==> config.mk <==
export PLATFORM = sky130hd
export DESIGN_NAME = shift_reg
export DESIGN_NICKNAME = d
export VERILOG_FILES = /design/src/rtl/shift_reg_pkg.sv /design/src/rtl/shift_reg_dff_vec.sv /design/src/rtl/shift_reg.sv
export SDC_FILE = /design/constraint.sdc
export NUM_CORES = 1
export LEC_CHECK = 0
export CORE_MARGIN = 2
export CORE_UTILIZATION = 40
export CTS_CLUSTER_DIAMETER = 150
export DETAILED_ROUTE_END_ITERATION = 12
export GPL_TIMING_DRIVEN = 0
export PLACE_DENSITY = 0.79
export SLEW_MARGIN = 20
export SYNTH_ARGS = -nofsm -noshare
export SYNTH_HDL_FRONTEND = slang
export SYNTH_SLANG_ARGS = --single-unit
==> constraint.sdc <==
create_clock -name clk_i -period 4.7 [get_ports clk_i]
set_clock_uncertainty 0.2 [all_clocks]
set_input_delay 0.705 -clock clk_i [delete_from_list [all_inputs] [get_ports clk_i]]
set_output_delay 0.705 -clock clk_i [all_outputs]
set_load 0.05 [all_outputs]
==> src/rtl/shift_reg_pkg.sv <==
// Shared types for the shift_reg block: the operating mode encoding.
package shift_reg_pkg;

   typedef enum logic [1:0] {
      HOLD      = 2'd0,
      SHIFT_FWD = 2'd1,
      SHIFT_BWD = 2'd2,
      LOAD      = 2'd3
   } shift_mode_e;

endpackage

==> src/rtl/shift_reg_dff_vec.sv <==
// One storage stage: width_p-bit register with async active-low reset,
// synchronous clear and load enable.
module dff_vec #(
   parameter int                 width_p     = 8,
   parameter logic [width_p-1:0] reset_val_p = '0
) (
   input  logic               clk_i,
   input  logic               reset_n_i,
   input  logic               clear_i,
   input  logic               en_i,
   input  logic [width_p-1:0] d_i,
   output logic [width_p-1:0] q_o
);

   // Stage register: reset and clear both return to reset_val_p, clear wins over enable.
   always_ff @(posedge clk_i or negedge reset_n_i) begin
      if (!reset_n_i) begin
         q_o <= reset_val_p;
      end else if (clear_i) begin
         q_o <= reset_val_p;
      end else if (en_i) begin
         q_o <= d_i;
      end
   end

endmodule

==> src/rtl/shift_reg.sv <==
// Parametrised width_p x depth_p shift register with forward/backward shift,
// parallel load, synchronous clear and saturating fill tracking.
// Every output comes straight from a register; there is no input-to-output path.
module shift_reg
   import shift_reg_pkg::*;
#(
   parameter int                 width_p     = 8,
   parameter int                 depth_p     = 4,
   parameter logic [width_p-1:0] reset_val_p = '0
) (
   input  logic                           clk_i,
   input  logic                           reset_n_i,
   input  logic                           clear_i,
   input  logic                           en_i,
   input  logic [1:0]                     mode_i,
   input  logic [width_p-1:0]             data_i,
   input  logic [depth_p*width_p-1:0]     load_i,
   output logic [depth_p*width_p-1:0]     q_o,
   output logic [width_p-1:0]             head_o,
   output logic [width_p-1:0]             tail_o,
   output logic [$clog2(depth_p+1)-1:0]   fill_o,
   output logic                           full_o
);

   localparam int                fill_w   = $clog2(depth_p + 1);
   localparam logic [fill_w-1:0] fill_max = fill_w'(depth_p);

   shift_mode_e        mode;
   logic               stage_en;
   logic [width_p-1:0] stage [depth_p];
   logic [fill_w-1:0]  fill;

   assign mode     = shift_mode_e'(mode_i);
   // HOLD leaves every stage untouched, so only real operations enable the stages.
   assign stage_en = en_i && (mode != HOLD);

   for (genvar k = 0; k < depth_p; k++) begin : g_stage
      logic [width_p-1:0] fwd_src;
      logic [width_p-1:0] bwd_src;
      logic [width_p-1:0] nxt;

      // Stage 0 takes the serial word on a forward shift; others take their lower neighbour.
      if (k == 0) begin : g_fwd_head
         assign fwd_src = data_i;
      end else begin : g_fwd_mid
         assign fwd_src = stage[k-1];
      end

      // The last stage takes the serial word on a backward shift; others take their upper neighbour.
      if (k == depth_p - 1) begin : g_bwd_tail
         assign bwd_src = data_i;
      end else begin : g_bwd_mid
         assign bwd_src = stage[k+1];
      end

      // Next-value select for this stage according to the current mode.
      always_comb begin
         nxt = stage[k];
         case (mode)
            SHIFT_FWD: nxt = fwd_src;
            SHIFT_BWD: nxt = bwd_src;
            LOAD:      nxt = load_i[k*width_p +: width_p];
            default:   nxt = stage[k];
         endcase
      end

      dff_vec #(
         .width_p     (width_p),
         .reset_val_p (reset_val_p)
      ) u_dff (
         .clk_i     (clk_i),
         .reset_n_i (reset_n_i),
         .clear_i   (clear_i),
         .en_i      (stage_en),
         .d_i       (nxt),
         .q_o       (stage[k])
      );

      assign q_o[k*width_p +: width_p] = stage[k];
   end

   // Fill counter: counts valid stages, saturating at depth_p; a load fills every stage.
   always_ff @(posedge clk_i or negedge reset_n_i) begin
      if (!reset_n_i) begin
         fill <= '0;
      end else if (clear_i) begin
         fill <= '0;
      end else if (en_i) begin
         case (mode)
            SHIFT_FWD, SHIFT_BWD: begin
               if (fill != fill_max) begin
                  fill <= fill + 1'b1;
               end
            end
            LOAD:    fill <= fill_max;
            default: fill <= fill;
         endcase
      end
   end

   assign head_o = stage[0];
   assign tail_o = stage[depth_p-1];
   assign fill_o = fill;
   assign full_o = (fill == fill_max);

endmodule

==> results.ini, run 1 <==
[clocking]
cts_resized = 0
numCtsBuffers = 5
ctsRootBufferMaster = clkbuf_8
clock_sinks = 35
cts_tree = done
clk_path_buf_depth = 2
post-cts-setup-buffers = 0
insertion_delay_ns = 0.29
htree_levels = 2
cts_hold_buf = 0
clk_pin_slew_worst_paths_ns = 0.07

[timing]
fin_ws_ns = 1.96
fin_setup_tns_ns = 0
rsz0062_at_grt = false
worstMarginPinSlew_ns = 0.562
hold_viol = 0
max_freq_mhz = 364
finalSetupViolations = 0
slew_headroom = 0.625
period_needed_ns = 2.74
slew_viol_final = 0
post-route-period-util = 0.584
holdWs_ns = 0.0779

[final_layout]
nets = 349
fill_cells = 398
antennaDiodeCount = 0
drive_gt1_frac = 0.144
layout_common_cells = 96 x clkdlybuf4s50_1, 35 x a21oi_1, 35 x dfrtp_1, 32 x a22o_1, 30 x o2bb2ai_1
layout_commonest_cell = clkdlybuf4s50_1
syn_to_final_growth_pct = 58.7

[route]
vias = 2010
dr.pass1.iters = 4
wl_um = 6290
drc = 0
vias_per_cell = 5.49
wl_per_cell_um = 17.2
antenna_left = 0
drtIter0Drc = 106

[critical_path]
arrival_ns = 1.84
startpoint_type = flop
end_kind = output port
cp.required_ns = 3.80
crit_type = flop to output port
path_max_fanout = 5

[pwr]
p_switching_uw = 267
combPwrFrac = 0.287
clkPwrFrac = 0.333
leakage_uw = 0.00133
powerDensity_nw_per_um2 = 267
seq_power_share = 0.381
p_total_uw = 857
switching_share = 0.312
intPower_uw = 590
ir_worst_vdd_v = 0.000209

[floorplan]
die-area_um2 = 5640
num_rows = 25
io_pins = 98
die_x_um = 75.1
die_height_um = 75.1
core_um2 = 4790
start_util = 0.423

[run_status]
status = complete, no violations

[logic_synthesis]
postSynthNetCount = 244
netlist_area_um2 = 2020
synth-warning-count = 0
ys_seq_area_frac = 0.433
syn-instance-count = 193
ys_ff_latch = 35
postSynthAreaPerCell_um2 = 10.5
ys_types = 23

[placed_design]
numPortBuffers = 97
gp_congestion = 0.825
hpwlAfterDp_um = 4480
place_ws_ns = 1.78

[grt]
grt_antenna_before_repair = 0
gr-total-overflow = 0
grt_max_degree = 28
grt_pass1_wl_um = 9580
grt.total_usage = 0.229
grt_pass1_vias = 1977

[run]
max-cap-violations = 0

[hold_path]
hold_path.class = primary input to asynchronous set/reset pin

==> final timing paths <==
| path | slack, ns | startpoint | end | cells after the start |
|---|---|---|---|---|
| min reg2reg | 0.35 | g_stage[3].u_dff.q_o[3] | g_stage[3].u_dff.q_o[3] | 1 |
| min | 0.08 | reset_n_i | g_stage[0].u_dff.q_o[0] | 1 |
| min in group clk_i | 0.35 | g_stage[3].u_dff.q_o[3] | g_stage[3].u_dff.q_o[3] | 1 |
| max reg2reg | 2.89 | fill_o[0] | fill_o[1] | 5 |
| max | 1.96 | fill_o[0] | full_o | 4 |
| max in group asynchronous | 3.80 | reset_n_i | g_stage[2].u_dff.q_o[6] | 2 |
==> power by group through the flow <==
stage / sequential [µW] / clock (µW) / combinational [µW]
2_1_floorplan: 370 / 0 / 101
3_3_place_gp: 332 / 0 / 242
3_5_place_dp: 332 / 0 / 246
4_1_cts: 326 / 289 / 247
5_1_grt: 328 / 303 / 260
6_report: 326 / 285 / 246
==> area by class of cell <==
class,instances,area (µm²),area share
clock inverters,2,35.0,0.0109
well taps,67,83.8,0.0261
clock buffers,6,82.6,0.0257
flip-flops and latches,35,876,0.273
repair buffers,98,986,0.307
inverters,5,18.8,0.00585
multi-input cells,119,905,0.282
plain buffers,34,224,0.0698
==> synthesized netlist by cell type <==
cell type | count | area share
o21a_1 | 1 | 0.0037
o21ai_0 | 2 | 0.0049
nor3_1 | 2 | 0.0049
a21oi_1 | 35 | 0.087
buf_4 | 16 | 0.059
o2bb2ai_2 | 2 | 0.015
or4_1 | 1 | 0.0037
o21ai_2 | 1 | 0.0043
buf_2 | 11 | 0.027
buf_6 | 3 | 0.017
or4b_1 | 1 | 0.0049
and3_1 | 1 | 0.0031
nor2_1 | 2 | 0.0037
inv_1 | 5 | 0.0093
clkbuf_1 | 4 | 0.0074
dfrtp_1 | 35 | 0.43
or3_1 | 1 | 0.0031
nand3b_1 | 1 | 0.0037
ha_1 | 5 | 0.031
o2bb2ai_1 | 30 | 0.13
and2_1 | 1 | 0.0031
a22o_1 | 32 | 0.14
nor4_1 | 1 | 0.0031
==> cells by family (layout without fill, tap and decap cells) <==
family,Yosys count,count (layout),share of synthesized area
AO/OA/AOI/OAI,103,103,0.383
adder cells (fa/ha/maj),5,5,0.0309
AND/OR/NAND/NOR,11,11,0.0334
buffers and inverters,39,145,0.120
flip-flops,35,35,0.433
==> layer usage <==
| layer | wire length, µm | part of all wire | GRT usage |
|---|---|---|---|
| met3 | 534 | 0.085 | 0.0535 |
| met2 | 3080 | 0.49 | 0.381 |
| met1 | 2620 | 0.42 | 0.298 |
| met5 | 0 | 0 | 0 |
| met4 | 55 | 0.0087 | 0.0675 |
==> sequential cells by signal (all words and copies together) (netlist names) <==
signal and count:
fill_o 3, g_stage.u_dff.q_o 32
==> stage by stage <==
stage / cells / util / area, µm²
2_1_floorplan: 193 / - / 2020
3_3_place_gp: 357 / 0.643 / 3080
3_5_place_dp: 358 / 0.646 / 3090
4_1_cts: 366 / 0.671 / 3210
5_1_grt: 366 / 0.671 / 3210
6_report: 366 / 0.671 / 3210
==> critical path, cell delays in order, from the launching register on <==
cell and delay (ns):
dfrtp_1 0.43, inv_1 0.08, ha_1 0.15, and2_1 0.12, clkdlybuf4s50_1 0.79
(Power assumes the default switching activity.)
==> inputs of run 2 (changes only) <==
Settings changed: CORE_UTILIZATION 40 to 37, PLACE_DENSITY 0.79 to 0.77.
Clock period 4.7 ns to 2.5 ns, I/O delays scaled along.
==> run 2 against run 1 <==
Against the previous run: routed wire length increased by 2.9%; critical path type unchanged; critical path depth unchanged; clock power increased by 44%; power increased by 74%; sequential share of layout area increased by 0.096 points; cell count increased by 1.1%; flip-flop and latch count unchanged; largest cell class unchanged; first-iteration DRC count increased by 20%; via count increased by 0.80%; largest power group unchanged.
==> results.ini, run 2 (same netlist as run 1, synthesis figures left out) <==
[route]
vias = 2026  ; was 2010
antenna_left = 0  ; unchanged
highest_layer = met4  ; unchanged
wl_um = 6470  ; was 6290 µm
vias_per_cell = 5.48  ; was 5.49
drc = 0  ; unchanged
wl_met3_um = 496  ; was 534 µm
wl_per_cell_um = 17.5  ; was 17.2 µm
met2_wirelength_um = 3190  ; was 3080 µm
dr.pass1.iters = 4  ; unchanged
wl_met1_um = 2780  ; was 2620 µm
drtIter0Drc = 127  ; was 106

[clocking]
clock_sinks = 35  ; unchanged
cts_resized = 0  ; unchanged
clk_pin_slew_worst_paths_ns = 0.08  ; was 0.07 ns
htree_levels = 2  ; unchanged
numCtsBuffers = 5  ; unchanged
insertion_delay_ns = 0.29  ; about the same
clk_path_buf_depth = 2  ; unchanged
cts_tree = done  ; unchanged
ctsRootBufferMaster = clkbuf_8  ; unchanged

[pwr]
intPower_uw = 984  ; was 590 µW
p_total_uw = 1490  ; was 857 µW
powerDensity_nw_per_um2 = 466  ; was 267 nW/µm²
p_switching_uw = 506  ; was 267 µW
ir_worst_vdd_v = 0.000278  ; was 0.000209 V
switching_share = 0.340  ; was 0.312
leakage_uw = 0.00132  ; was 0.00133 µW
seq_power_share = 0.412  ; was 0.381
clkPwrFrac = 0.275  ; was 0.333
combPwrFrac = 0.312  ; was 0.287

[critical_path]
slowest_stage = clkdlybuf4s50_1  ; unchanged
crit_path_cell_trace = inv_1 > ha_1 > and2_1 > clkdlybuf4s50_1  ; unchanged
cp.required_ns = 1.92  ; was 3.80 ns
crit_type = flop to output port  ; unchanged
arrival_ns = 1.82  ; was 1.84 ns
startpoint_type = flop  ; unchanged
path_max_fanout = 5  ; unchanged
slowest_delay_ns = 0.79  ; about the same
end_kind = output port  ; unchanged

[timing]
fin_setup_tns_ns = 0  ; unchanged
hold_viol = 0  ; unchanged
slew_viol_final = 0  ; unchanged
max_freq_mhz = 418
fin_ws_ns = 0.105  ; was 1.96 ns
period_needed_ns = 2.39
post-route-period-util = 0.958
rsz0062_at_grt = false  ; unchanged
slew_headroom = 0.626  ; was 0.625
worstMarginPinSlew_ns = 0.561  ; was 0.562 ns
finalSetupViolations = 0  ; unchanged

[placed_design]
numPortBuffers = 97  ; unchanged
gp_congestion = 0.780  ; was 0.825
place_ws_ns = -0.0807  ; was 1.78 ns
hpwlAfterDp_um = 4620  ; was 4480 µm
dp.cells = 361  ; was 358

[final_layout]
layout_common_cells = 96 x clkdlybuf4s50_1, 35 x a21oi_1, 35 x dfrtp_1, 32 x a22o_1, 30 x o2bb2ai_1  ; unchanged
syn_to_final_growth_pct = 58.1  ; was 58.7%
nets = 350  ; was 349
max_flop_register = g_stage.u_dff.q_o  ; unchanged
final_cells = 370  ; was 366
largest_reg_flops = 32  ; unchanged
antennaDiodeCount = 0  ; unchanged
layout_commonest_cell = clkdlybuf4s50_1  ; unchanged
finalCoreUtilization = 0.615  ; was 0.671
drive_gt1_frac = 0.140  ; was 0.144

[grt]
grt.total_usage = 0.222  ; was 0.229
grt_pass1_vias = 2104  ; was 1977
grt_antenna_before_repair = 0  ; unchanged
gr-total-overflow = 0  ; unchanged
grt_pass1_wl_um = 10600  ; was 9580 µm
grt_max_degree = 20  ; was 28

[floorplan]
start_util = 0.389  ; was 0.423
core_um2 = 5200  ; was 4790 µm²
num_rows = 26  ; was 25
die_height_um = 77.9  ; was 75.1 µm
io_pins = 98  ; unchanged
die-area_um2 = 6080  ; was 5640 µm²
die_x_um = 77.9  ; was 75.1 µm

[run]
max-cap-violations = 0  ; unchanged

[run_status]
status = complete, no violations  ; unchanged

[hold_path]
hold_path.class = primary input to asynchronous set/reset pin  ; unchanged

==> run 2: cell types whose count changed in the layout (fill, tap and decap cells not counted), sizes merged <==
cell / change
clkinvlp: +1
dlygate4sd3: +1
bufinv: -1
==> run 2: layout make-up <==
class | instances | area (µm²)
multi-input cells | 119 | 905
clock buffers | 6 | 72.6
flip-flops and latches | 35 | 876
fillers | 471 | 2010
clock inverters | 2 | 12.5
plain buffers | 34 | 224
inverters | 5 | 18.8
repair buffers | 99 | 1000
well taps | 70 | 87.6
==> run 2: worst paths after layout <==
check	start	endpoint	slack, ns	depth (start not counted)
max	fill_o[0]	full_o	0.11	4
min	reset_n_i	g_stage[2].u_dff.q_o[0]	0.35	2
max reg2reg	fill_o[0]	fill_o[1]	0.76	5
min reg2reg	g_stage[0].u_dff.q_o[2]	g_stage[0].u_dff.q_o[2]	0.35	1
max in group asynchronous	reset_n_i	g_stage[0].u_dff.q_o[7]	1.29	3
min in group clk_i	g_stage[0].u_dff.q_o[2]	g_stage[0].u_dff.q_o[2]	0.35	1
==> run 2: what timing repair did <==
item	CTS	global route
endpoints found under the hold margin	16	0
setup buffers	0	0
hold buffers	1	0
==> run 2: worst max-delay path, delay by kind of cell, from the launching register on <==
kind	cells	cell delay [ns]
fa+ha+maj	1	0.14
buf+inv	2	0.86
flops	1	0.42
simple gates	1	0.11
==> run 2: power by group through the flow <==
| stage | Combinational, µW | Sequential, µW | Clock (µW) |
|---|---|---|---|
| floorplan | 189 | 696 | 0 |
| global placement | 456 | 624 | 0 |
| detailed placement | 465 | 625 | 0 |
| CTS | 468 | 614 | 413 |
| global route | 495 | 618 | 447 |
| finish | 465 | 614 | 410 |
==> run 2: through the flow <==
| step | instance area [µm²] | hold slack, ns |
|---|---|---|
| after floorplan | 2020 | -0.121 |
| after global placement | 3080 | 0.324 |
| after detailed placement | 3100 | 0.146 |
| after CTS | 3200 | 0.347 |
| after global routing | 3200 | 0.373 |
| final | 3200 | 0.347 |
==> run 2: per-layer routing <==
metal,track usage,vias up
met5,0,-
met4,0.0474,0
met3,0.0593,2
met2,0.361,86
met1,0.297,998
li1,-,940
